==> src/rtl/fft_in_bitrev_buf.sv <==
// rtl/fft_in_bitrev_buf.sv - serial-to-frame input stage writing samples into bit-reversed ping-pong banks.
// Optional 1/8 input pre-scaling is enabled by defining FFT_IN_SCALE_EN.
module fft_in_bitrev_buf #(
   parameter int W = 16
) (
   input  logic         clk,
   input  logic         rst_n,
   input  logic         clr,
   input  logic         s_valid,
   output logic         s_ready,
   input  logic [W-1:0] s_re,
   input  logic [W-1:0] s_im,
   output logic         m_valid,
   input  logic         m_ready,
   output logic [W-1:0] m_re [0:7],
   output logic [W-1:0] m_im [0:7],
   output logic [7:0]   frame_cnt
);

   logic [W-1:0] mem_re [0:1][0:7];
   logic [W-1:0] mem_im [0:1][0:7];
   logic [1:0]   full;
   logic         wr_bank;
   logic         rd_bank;
   logic [2:0]   idx;
   logic [W-1:0] in_re;
   logic [W-1:0] in_im;
   logic         wr_en;
   logic         rd_en;
   logic         wr_last;

   function automatic logic [2:0] bitrev3(input logic [2:0] i);
      return {i[0], i[1], i[2]};
   endfunction

`ifdef FFT_IN_SCALE_EN
   // Arithmetic shift gives floor division, keeping three unscaled stages in range.
   assign in_re = $signed(s_re) >>> 3;
   assign in_im = $signed(s_im) >>> 3;
`else
   assign in_re = s_re;
   assign in_im = s_im;
`endif

   assign s_ready = !full[wr_bank];
   assign m_valid = full[rd_bank];
   // clr blocks both handshakes so storage is untouched by a clearing cycle.
   assign wr_en   = s_valid && s_ready && !clr;
   assign rd_en   = m_valid && m_ready && !clr;
   assign wr_last = (idx == 3'd7);

   always_ff @(posedge clk or negedge rst_n) begin
      if (!rst_n) begin
         for (int b = 0; b < 2; b++) begin
            for (int e = 0; e < 8; e++) begin
               mem_re[b][e] <= '0;
               mem_im[b][e] <= '0;
            end
         end
      end else if (wr_en) begin
         mem_re[wr_bank][bitrev3(idx)] <= in_re;
         mem_im[wr_bank][bitrev3(idx)] <= in_im;
      end
   end

   always_ff @(posedge clk or negedge rst_n) begin
      if (!rst_n) begin
         full      <= 2'b00;
         wr_bank   <= 1'b0;
         rd_bank   <= 1'b0;
         idx       <= 3'd0;
         frame_cnt <= 8'd0;
      end else if (clr) begin
         full      <= 2'b00;
         wr_bank   <= 1'b0;
         rd_bank   <= 1'b0;
         idx       <= 3'd0;
         frame_cnt <= 8'd0;
      end else begin
         // A write can only complete into an empty bank and a read only drains a full one,
         // so the two updates below never touch the same flag bit.
         if (wr_en) begin
            if (wr_last) begin
               full[wr_bank] <= 1'b1;
               wr_bank       <= ~wr_bank;
               idx           <= 3'd0;
            end else begin
               idx <= idx + 3'd1;
            end
         end
         if (rd_en) begin
            full[rd_bank] <= 1'b0;
            rd_bank       <= ~rd_bank;
            frame_cnt     <= frame_cnt + 8'd1;
         end
      end
   end

   always_comb begin
      for (int i = 0; i < 8; i++) begin
         m_re[i] = mem_re[rd_bank][i];
         m_im[i] = mem_im[rd_bank][i];
      end
   end

endmodule

==> config.mk <==
export PLATFORM = sky130hd
export DESIGN_NAME = fft_in_bitrev_buf
export DESIGN_NICKNAME = d
export VERILOG_FILES = /design/src/rtl/fft_in_bitrev_buf.sv
export SDC_FILE = /design/constraint.sdc
export NUM_CORES = 1
export LEC_CHECK = 0
export ABC_AREA = 0
export CORE_MARGIN = 2
export CORE_UTILIZATION = 30
export CTS_CLUSTER_DIAMETER = 100
export DETAILED_ROUTE_END_ITERATION = 12
export GPL_ROUTABILITY_DRIVEN = 0
export PLACE_DENSITY = 0.52
export SETUP_SLACK_MARGIN = 0.2
export SLEW_MARGIN = 20
export SYNTH_ARGS = -nofsm -noshare
export SYNTH_HDL_FRONTEND = slang
export SYNTH_SLANG_ARGS = --single-unit
==> constraint.sdc <==
create_clock -name clk -period 2.1 [get_ports clk]
set_input_delay 0.42 -clock clk [delete_from_list [all_inputs] [get_ports clk]]
set_output_delay 0.42 -clock clk [all_outputs]
set_load 0.02 [all_outputs]
* Word level (Yosys, flattened, before mapping)
Cells that the tools add are included.
Cells by class: bitwise gates (word level) 8, add/subtract/negate cells 2, reductions and logical operators 14, mux-type cells 35, equal/unequal tests 1, order comparisons 9
Operators with widths (count):
- $mux W128 | 7
- $bwmux W256 | 2
- $demux W128 S1 | 1
- $demux W16 S3 | 1
- $mux W16 | 1
- $mux W8 | 2
- $mux W1 | 11
- $mux W2 | 5
- $mux W3 | 3
- $add A8 B1 Y8 const B | 1
- $logic_and A1 B1 Y1 | 8
- $reduce_bool A2 Y1 | 3
- $ge A2 B2 Y1 const B | 2
- $ge A4 B4 Y1 const B | 1
- $lt A1 B2 Y1 const B | 2
- $lt A4 B1 Y1 const B | 1
- $not A1 Y2 | 2
- $not A3 Y4 | 1
- $add A3 B1 Y3 const B | 1
- $eq A3 B3 Y1 const B | 1
- $and A2 B2 Y2 | 1
- $demux W1 S1 | 2
- $ge A1 B1 Y1 const B | 2
- $logic_not A1 Y1 | 2
- 5 further kinds | 6
Storage, ports and cells: output and inout bits 266, bits in registers 527, input port bits 37

* Logic depth before layout (Yosys ltp)
depth after elaboration 11, gate-level depth with buffers 7, depth with buffers taken out 5

* Least setup slack after synthesis
No wires, ideal clock.
path kind register to output, start point reg rd_bank, end point out m_re[25] (netlist name), stages on the path, launching flop included 5, path slack 0.141 ns, data arrival time 1.539 ns, path through dfrtp_1 > clkbuf_1 > clkbuf_1 > clkbuf_1 > mux2_2
RTL lines:
- start: declaration | line 24 | logic rd_bank;
- start signal: assignment | line 93 | rd_bank <= ~rd_bank;
- end: declaration | line 15 | output logic [W-1:0] m_re [0:7],

==> parameters.txt <==
Parameter                              Value

Final layout
  Proportion of layout cells with a drive suffix above 1 ... 0.572
  Diode count ... 0
  Count of fill cells added during filler insertion ... ~7200
  # nets final ... ~1900
  Area growth from synthesis to layout ... 30.0%
  Final instance area ... 0.0298 mm2

Min path
  Worst min path class ... primary input to asynchronous set/reset pin

Synth
  Post-synth design cell area ... between 0.02 and 0.025 mm2
  Most area-hungry cell type in the Yosys netlist ... sky130_fd_sc_hd__dfrtp_1
  Sequential share of the synthesized area ... 0.575
  Primary FF master, synth ... sky130_fd_sc_hd__dfrtp_1
  Synthesized flop and latch total ... 527
  Number of synthesized flops with an enable pin ... 0
  Area fraction of the dominant cell type after synthesis ... 0.575
  Cell types occupying the most area after synthesis ... sky130_fd_sc_hd__dfrtp_1, sky130_fd_sc_hd__mux2_2, sky130_fd_sc_hd__buf_2
  Async set-or-reset flop fraction in the synthesized netlist ... 1.00
  Synthesis warning total ... 0
  Number of nets in the synthesized netlist ... ~1500
  Count of mapped cells out of synthesis ... 1495
  Count of different cell masters after synthesis ... 24
  Post-synthesis area per instance ... approximately 15 um2

Clocking
  CTS tree ... yes
  Clock transition at the registers of the reported paths ... 0.06 ns
  Bufs on Longest Clock Path ... 3
  Count of clock tree sinks ... 527
  Insertion delay of the later-clocked pin in the worst-skew pair ... ~0.61 ns
  TritonCTS buffer count ... 60
  Depth of the CTS H-tree ... 2
  Root buffer cell ... sky130_fd_sc_hd__clkbuf_16

Pwr
  Power density normalized to cell area ... 931 mW/mm2
  Net Sw Frac ... 0.280
  Share of power burned in the clock network ... 0.368
  Net switching power figure ... slightly below 8 mW
  Leakage component of the power ... 14.8 nW
  Max VDD drop ... ~0.00071 V
  Seq pwr share ... 0.422
  Power share of the combinational group ... 0.210
  Internal Dissipation ... 20.0 mW

STA
  Count of final hold-check violations ... 0
  Post-route minimum period ... ~2.6 ns
  Slew headroom ... 0.544
  Crit share post-route ... 1.24
  Post-route clock skew ... 0.0270 ns
  Timing-limited maximum frequency ... ~380 MHz
  Slew at the pin with the worst max-slew slack ... a little under 0.7 ns
  Final setup margin ... -0.512 ns
  Setup violations, final ... approximately 260
  Max-slew violations ... 0
  RSZ-0062 raised after global routing ... true

Worst setup path
  Worst Reg2Reg Path Length in Cells ... 6
  Internal reg-to-reg setup slack ... 0.02 ns
  Class of the most critical setup path ... register to primary output
  Launch instance of the worst register-to-register path ... idx[1]
  Endpoint of the most critical register-to-register path ... mem_re[8]
  Worst EP required ... around 1.7 ns
  Worst Path Arrival ... 2.19 ns
  Category of the worst setup path capture point ... primary output
  Biggest fanout along the worst timing path ... 12
  Crit path launch type ... register

Outcome
  Failing checks ... negative setup slack
  Run status ... complete, but fails checks

Floorplan
  Number of ports placed on the die boundary ... 303
  Height of the chip ... 280 um
  Die extent in x ... 280 um
  Starting density of the core ... 0.302
  FP Rows ... between 100 and 150
  Floorplan die area ... 0.0786 mm2
  Core area ... 0.0758 mm2

Global routing
  Wire length of the first global-routing pass ... slightly below 100000 um
  Tot GR Track Use ... 0.162
  Global-route congestion overflow total ... 0
  Via count of the first global-routing pass ... 14800
  Initial antenna violation count ... 1
  Pin count of the biggest net entering global routing ... 75

Drt
  Total wire length after detailed routing ... 63600 um
  Via/cell ratio ... 4.74
  Detail Route Antenna Nets ... 0
  Post-DR wirelength/cell ... 22.0 um
  Total number of vias ... approximately 14000
  Detailed Route Iter0 Violations ... roughly 480
  First-pass iteration count of the detailed router ... 4
  Post-route DRC violation count ... 0

Place
  Port Buffers ... approximately 300
  Pre-CTS worst setup slack ... -0.347 ns
  Placed wire-length estimate ... 44100 um
  Cell area after placement ... 0.0281 mm2

Flow run
  Total of max-cap violations ... 0
-- layout by cell type, fill, tap and decap left out, drive strengths merged --
master,count
dlygate4sd2,151
clkinv,20
inv,10
or4,6
nor4b,1
mux2,769
clkdlybuf4s15,8
or3,4
nand3,13
clkdlybuf4s50,43
clkinvlp,2
dlygate4sd3,1
dfrtp,527
a311oi,2
nand4b,1
mux2i,1
buf,171
nand4,4
o21ai,8
a21oi,14
and4bb,1
a311o,1
nand2,8
clkbuf,131
bufinv,3
o31ai,3
nor4,1
ha,7
-- power groups by stage --
stage	logic [mW]	clock network (mW)	registers [mW]
6_report	5.84	10.2	11.7
5_1_grt	6.24	11.0	11.8
4_1_cts	5.94	10.6	11.7
3_5_place_dp	6.59	0	11.9
3_3_place_gp	6.55	0	11.8
2_1_floorplan	3.40	0	11.7
-- what timing repair did --
item	CTS	global route
hold buffers	1	0
pin swaps	0	0
resized for setup	368	229
endpoints found under the setup margin	327	340
endpoints found under the hold margin	134	0
setup buffers	0	4
-- per-stage QoR --
stage / hold WS, ns / setup TNS (ns) / instances / util / total power [mW]
finish: 0.282 / -105.80 / 2889 / 0.393 / 27.7
global route: 0.256 / -128.24 / 2889 / 0.393 / 29.1
CTS: 0.245 / -134.03 / 2885 / 0.393 / 28.2
detailed placement: 0.303 / -134.53 / 2771 / 0.371 / 18.5
global placement: 0.301 / -152.67 / 2771 / 0.371 / 18.4
floorplan: 0.124 / 0 / 1495 / - / 15.1
-- sequential cells by signal (all words and copies together), names as in the netlist --
name	cells
frame_cnt	8
full	2
idx	3
mem_im	256
mem_re	256
rd_bank	1
wr_bank	1
-- cells by family after synthesis --
family,Yosys count,share of synthesized area
buffers and inverters,124,0.0250
AOI/OAI and AO/OA,28,0.00699
DFF,527,0.575
and+or+nand+nor,39,0.0108
adders and majority gates,7,0.00382
muxes,770,0.378
-- per-layer routing --
| metal | vias up | wire [um] | share of wire | GRT usage |
|---|---|---|---|---|
| met3 | 71 | 2800 | 0.044 | 0.0302 |
| li1 | 6122 | - | - | - |
| met1 | 7251 | 28500 | 0.45 | 0.216 |
| met4 | 0 | 1030 | 0.016 | 0.0337 |
| met5 | - | 0 | 0 | 0 |
| met2 | 251 | 31200 | 0.49 | 0.274 |
-- cell type report --
cell class,count,area (um2),area share
tap,978,1220,0.0411
sequential,527,13200,0.443
multi-input combinational,844,9380,0.315
clock inverter,27,226,0.00760
timing repair buffer,419,4030,0.135
clock buffer,86,1720,0.0577
inverter,8,30.0,0.00101
-- critical path, stage by stage (launching register included) --
cell	delay, ns
sky130_fd_sc_hd__dfrtp_4	0.45
sky130_fd_sc_hd__buf_12	0.21
sky130_fd_sc_hd__buf_4	0.20
sky130_fd_sc_hd__mux2_2	0.39
sky130_fd_sc_hd__dlygate4sd2_1	0.33
-- Yosys cell counts (all sizes together) (2+ instances only) --
library cell / instances
or4: 6
nand3: 13
a311oi: 2
buf: 70
mux2: 769
a21oi: 14
dfrtp: 527
clkbuf: 46
ha: 7
nand2: 8
nand4: 4
inv: 8
o31ai: 3
o21ai: 8
or3: 4
-- worst max path at each step --
stage | startpoint | end | slack (ns) | cells after the start
2_1_floorplan | idx[0] | mem_re[7] | 0.22 | 7
3_3_place_gp | clr | mem_im[193] | -0.35 | 8
3_5_place_dp | clr | mem_im[193] | -0.35 | 8
4_1_cts | rd_bank | m_im[111] | -0.59 | 4
5_1_grt | rd_bank | m_re[1] | -0.59 | 4
6_report | rd_bank | m_re[36] | -0.51 | 4
(Power assumes the default switching activity.)
